--- src/rtl/adam_periph_spi_pkg.sv ---
// Shared constants and helpers for the SPI peripheral FIFO slice.
package adam_periph_spi_pkg;

    localparam int DEF_DATA_WIDTH = 32;
    localparam int DEF_DEPTH      = 8;

    typedef logic [$clog2(DEF_DEPTH):0] level_t;

    // Status register bit positions used by the register block
    localparam int EMPTY = 0;
    localparam int FULL  = 1;
    localparam int THR   = 2;

endpackage

--- src/rtl/adam_periph_spi_fifo_mem.sv ---
// DEPTH x DATA_WIDTH register array, one write port, async read port.
module adam_periph_spi_fifo_mem
    import adam_periph_spi_pkg::*;
#(
    parameter int DATA_WIDTH = DEF_DATA_WIDTH,
    parameter int DEPTH      = DEF_DEPTH
) (
    input  logic                     clk,
    input  logic                     we,
    input  logic [$clog2(DEPTH)-1:0] waddr,
    input  logic [DATA_WIDTH-1:0]    wdata,
    input  logic [$clog2(DEPTH)-1:0] raddr,
    output logic [DATA_WIDTH-1:0]    rdata
);

    logic [DATA_WIDTH-1:0] mem [DEPTH];

    always_ff @(posedge clk) begin
        if (we) begin
            mem[waddr] <= wdata;
        end
    end

    assign rdata = mem[raddr];

endmodule

--- src/rtl/adam_periph_spi_fifo.sv ---
// SPI stream FIFO with registered FWFT output and pause/flush support.
// Optional watermark flag enabled by ADAM_SPI_FIFO_THRESHOLD_EN.
module adam_periph_spi_fifo
    import adam_periph_spi_pkg::*;
#(
    parameter int DATA_WIDTH  = DEF_DATA_WIDTH,
    parameter int DEPTH       = DEF_DEPTH,
    parameter int LEVEL_WIDTH = $clog2(DEPTH) + 1
) (
    input  logic                   clk,
    input  logic                   rst,
    input  logic                   pause_req,
    output logic                   pause_ack,
    input  logic                   flush,
    input  logic [DATA_WIDTH-1:0]  in_data,
    input  logic                   in_valid,
    output logic                   in_ready,
    output logic [DATA_WIDTH-1:0]  out_data,
    output logic                   out_valid,
    input  logic                   out_ready,
`ifdef ADAM_SPI_FIFO_THRESHOLD_EN
    input  logic [LEVEL_WIDTH-1:0] threshold,
    output logic                   thr_hit,
`endif
    output logic [LEVEL_WIDTH-1:0] level,
    output logic                   full,
    output logic                   empty
);

    localparam int AW = $clog2(DEPTH);

    logic [AW-1:0]          wptr;
    logic [AW-1:0]          rptr;
    logic [AW-1:0]          rd_addr;
    logic [DATA_WIDTH-1:0]  rd_data;
    logic [LEVEL_WIDTH-1:0] level_upd;
    logic [LEVEL_WIDTH-1:0] stored;
    logic                   push;
    logic                   pop;
    logic                   flush_eff;
    logic                   load;
    logic                   has_stored;

    assign push      = in_valid && in_ready;
    assign pop       = out_valid && out_ready;
    assign flush_eff = flush && pause_req && pause_ack;

    // level counts the word on display too; stored excludes it
    assign stored     = level - LEVEL_WIDTH'(out_valid);
    assign has_stored = stored != '0;
    assign load       = (!out_valid || pop) && !pause_req;
    assign rd_addr    = rptr + AW'(pop);

    always_comb begin
        level_upd = level;
        if (flush_eff) begin
            level_upd = '0;
        end else if (push && !pop) begin
            level_upd = level + 1'b1;
        end else if (pop && !push) begin
            level_upd = level - 1'b1;
        end
    end

    adam_periph_spi_fifo_mem #(
        .DATA_WIDTH (DATA_WIDTH),
        .DEPTH      (DEPTH)
    ) u_mem (
        .clk   (clk),
        .we    (push),
        .waddr (wptr),
        .wdata (in_data),
        .raddr (rd_addr),
        .rdata (rd_data)
    );

    always_ff @(posedge clk) begin
        if (rst) begin
            wptr      <= '0;
            rptr      <= '0;
            level     <= '0;
            out_valid <= 1'b0;
            out_data  <= '0;
            in_ready  <= 1'b0;
            pause_ack <= 1'b0;
        end else begin
            level     <= level_upd;
            in_ready  <= (level_upd != LEVEL_WIDTH'(DEPTH)) && !pause_req;
            pause_ack <= pause_req && (!out_valid || pop);
            if (flush_eff) begin
                wptr      <= '0;
                rptr      <= '0;
                out_valid <= 1'b0;
            end else begin
                if (push) begin
                    wptr <= wptr + 1'b1;
                end
                if (pop) begin
                    rptr <= rptr + 1'b1;
                end
                // Empty FIFO: bypass the pushed word straight to the output
                if (load) begin
                    out_valid <= has_stored || push;
                    if (has_stored) begin
                        out_data <= rd_data;
                    end else if (push) begin
                        out_data <= in_data;
                    end
                end else if (pop) begin
                    out_valid <= 1'b0;
                end
            end
        end
    end

    assign full  = level == LEVEL_WIDTH'(DEPTH);
    assign empty = level == '0;

`ifdef ADAM_SPI_FIFO_THRESHOLD_EN
    always_ff @(posedge clk) begin
        if (rst) begin
            thr_hit <= 1'b0;
        end else begin
            thr_hit <= level_upd >= threshold;
        end
    end
`endif

endmodule
--- config.mk ---
export PLATFORM = sky130hd
export DESIGN_NAME = adam_periph_spi_fifo
export DESIGN_NICKNAME = d
export VERILOG_FILES = /design/src/rtl/adam_periph_spi_pkg.sv /design/src/rtl/adam_periph_spi_fifo_mem.sv /design/src/rtl/adam_periph_spi_fifo.sv
export SDC_FILE = /design/constraint.sdc
export NUM_CORES = 1
export LEC_CHECK = 0
export BUFFER_PORTS_ARGS = -buffer_cell sky130_fd_sc_hd__buf_4
export CORE_UTILIZATION = 35
export CTS_CLUSTER_SIZE = 24
export DETAILED_ROUTE_END_ITERATION = 16
export MAX_ROUTING_LAYER = met4
export REMOVE_ABC_BUFFERS = 1
export SLEW_MARGIN = 15
export SYNTH_ARGS = -nofsm -noshare
export SYNTH_HDL_FRONTEND = slang
export SYNTH_SLANG_ARGS = --single-unit
--- constraint.sdc ---
create_clock -name clk -period 9.1 [get_ports clk]
set_clock_uncertainty 0.2 [all_clocks]
set_input_delay 1.82 -clock clk [delete_from_list [all_inputs] [get_ports clk]]
set_output_delay 1.82 -clock clk [all_outputs]
set_load 0.01 [all_outputs]
==> summary.txt <==
Outcome
  • Status: completed

STA
  • Fin crit period: 4900 ps
  • Final setup viols: 0
  • Setup TNS Final: 0 ps
  • Least-Margin Pin Slew: 1100 ps
  • Slew HR: 0.267
  • Fmax: 204 MHz
  • RSZ-0062 raised after global routing: false
  • Hold slack: 296 ps
  • Tcrit/Tclk final: 0.539
  • Slew Viols, Final: 0
  • Hold violation total from the final report: 0

Final layout
  • ANT cells: 0
  • Nets: 874
  • Area Growth Syn to Fin: 17.6%
  • Share of post-route cells with drive strength above 1: 0.213
  • Most frequent cells in the layout: edfxtp_1, mux2i_1, buf_4
  • Commonest non-fill, non-tap cell in the layout: edfxtp_1
  • Number of fill cells: 3086

Place
  • Post-DP HPWL: 13300 µm
  • Gpl congestion: 0.720
  • Port bufs: 78

Synthesis
  • Post-synth top area cell: edfxtp_1
  • Ys flop type: edfxtp_1
  • Top-area cell type share of the netlist area: 0.644
  • Syn_area_per_cell: 15.9 µm²
  • Synth Cell Area: 0.0119 mm²
  • Unique masters post-synth: 35
  • EDFF count, synth: 256
  • Synth async-reset ratio: 0
  • Post-Syn Instances: 749
  • Synth Warn #: 0
  • #FFs+latches synth: 301
  • Synth area leaders: edfxtp_1, mux2i_1, dfxtp_1, a211oi_2, a32oi_1
  • Seq/Total Area, Yosys: 0.720

Worst setup path
  • Worst reg2reg endpoint: out_data[31]$_SDFFE_PP0P_
  • CP Capture Type: flop
  • RR Startpoint: out_valid$_SDFFE_PP0P_
  • FF-to-FF setup slack: 5200 ps
  • CP endpoint: out_data[31]$_SDFFE_PP0P_
  • Worst-path fanout max: 61
  • Worst EP required: 9350 ps
  • Reg2Reg Depth: 8
  • CP arrival: 5160 ps
  • Worst setup path class: primary input to flop
  • Worst Setup Start Kind: primary input
  • Crit path from: out_ready

Route
  • Drt initial violations: 493
  • Final wirelength: 26200 µm
  • DR pass1 iterations: 5
  • Vias/cell: 4.99
  • Final ANT Viol Nets: 0
  • DR WL/cell: 20.1 µm
  • Vias: 6486
  • Residual DRC: 0

Floorplan
  • Die area: 0.0348 mm²
  • Starting Density: 0.356
  • Die width: 187 µm
  • Rows: 67
  • Core area: 0.0335 mm²
  • I/O pin total: 79
  • Overall die height: 187 µm

CTS
  • Number of buffers created by CTS: 31
  • Clk_lat worst skew: 570 ps
  • Htree depth: 1
  • Resized cells post-CTS: 0
  • Root Buffer: clkbuf_16
  • Setup Fix Bufs, Post-CTS: 0
  • Hold_buf cts: 0
  • Max Root-Sink Buffers: 3
  • Sink Count: 301
  • CTS tree: done
  • Clock-pin slew on the worst setup and hold paths: 60 ps

Global route
  • First-pass GRT wire length: 39400 µm
  • Vias in the first global route: 6396
  • GRT overflow: 0
  • Total track usage: 0.152
  • Initial antenna violation count: 0
  • Largest net degree at the start of global routing: 67

Hold path
  • Hold crit path type: flop to flop
  • Hold Path Cell Cnt: 2

Flow run
  • Maxcap violations: 0

Power
  • Pwr dens: 258 mW/mm²
  • Worst IR Drop VDD: 275 µV
  • P_leak: 4.50 nW
how the worst min path moves through the flow:
stage                                   start                         to  slack [ps]
finish                   rptr[1]$_SDFFE_PP0P_       rptr[1]$_SDFFE_PP0P_         300
global route        out_data[30]$_SDFFE_PP0P_  out_data[30]$_SDFFE_PP0P_         320
CTS                      rptr[1]$_SDFFE_PP0P_       rptr[1]$_SDFFE_PP0P_         300
detailed placement       rptr[1]$_SDFFE_PP0P_       rptr[1]$_SDFFE_PP0P_         280
global placement         rptr[1]$_SDFFE_PP0P_       rptr[1]$_SDFFE_PP0P_         290
floorplan                rptr[1]$_SDFFE_PP0P_       rptr[1]$_SDFFE_PP0P_         260
final cells by class:
cell class | count | area (µm²) | area share
clock inverter | 17 | 158 | 0.0112
multi-input combinational | 398 | 3170 | 0.226
tap | 448 | 561 | 0.0400
inverter | 3 | 11.3 | 0.000803
clock buffer | 40 | 840 | 0.0598
timing repair buffer | 94 | 706 | 0.0503
sequential | 301 | 8590 | 0.612
synthesized netlist by cell type (2+ instances only):
cell type,n
dfxtp_1,45
nand3_1,3
a211oi_2,28
mux2i_1,128
xor2_1,6
inv_1,2
nor3b_1,2
a311oi_1,2
a21oi_1,36
ha_1,7
nor2b_1,2
a211oi_1,5
xnor2_1,3
edfxtp_1,256
nand2_1,45
o21ai_0,2
a22oi_1,33
nand2b_1,2
and2_1,3
nor2_1,47
a32oi_1,32
buf_2,22
buf_6,3
clkbuf_1,21
nor3_1,4
registers in the layout (all words and copies together), names as in the netlist:
name / cells
u_mem.mem: 256
out_data: 32
level: 4
rptr: 3
wptr: 3
in_ready: 1
out_valid: 1
pause_ack: 1
routing by layer:
layer  track usage  part of all wire  wire length, µm
met1         0.214              0.46            12200
met2         0.230              0.46            12000
met3        0.0292             0.063             1660
met4        0.0315             0.015              391
met5             -                 0                0
report_power, final:
part / internal [W] / total [W] / leakage (nW) / switching (W)
registers: 0.00156 / 0.00160 / 2.68 / 0.0000429
logic: 0.000335 / 0.000796 / 1.33 / 0.000461
clock network: 0.000708 / 0.00123 / 0.486 / 0.000520
kinds of logic (layout without fill, tap and decap cells):
logic type / count (synthesis) / after routing / synth area share
multiplexers: 128 / 128 / 0.107
XOR/XNOR: 9 / 9 / 0.00661
AND/OR/NAND/NOR: 112 / 112 / 0.0406
AO/OA/AOI/OAI: 142 / 142 / 0.0980
adder cells (fa/ha/maj): 7 / 7 / 0.00734
flip-flops: 301 / 301 / 0.720
buffers and inverters: 50 / 154 / 0.0202
critical path, stage by stage:
cell and delay, ps:
buf_4 110, nand2_1 110, clkinv_1 240, ha_4 1070
buf_4 830, mux2i_1 200, a22oi_1 250, a32oi_1 120
a211oi_1 280
metrics by stage:
stage	cell area (µm²)	setup WS (ps)	util	std cells	power, W
final	14000	4200	0.418	1301	0.00363
after global routing	14000	3940	0.418	1301	0.00378
after CTS	14000	4200	0.418	1301	0.00367
after detailed placement	13000	3610	0.389	1244	0.00244
after global placement	13000	3710	0.389	1244	0.00243
after floorplan	11700	1740	-	702	0.00222
No activity file was read; power rests on OpenSTA's default activity.
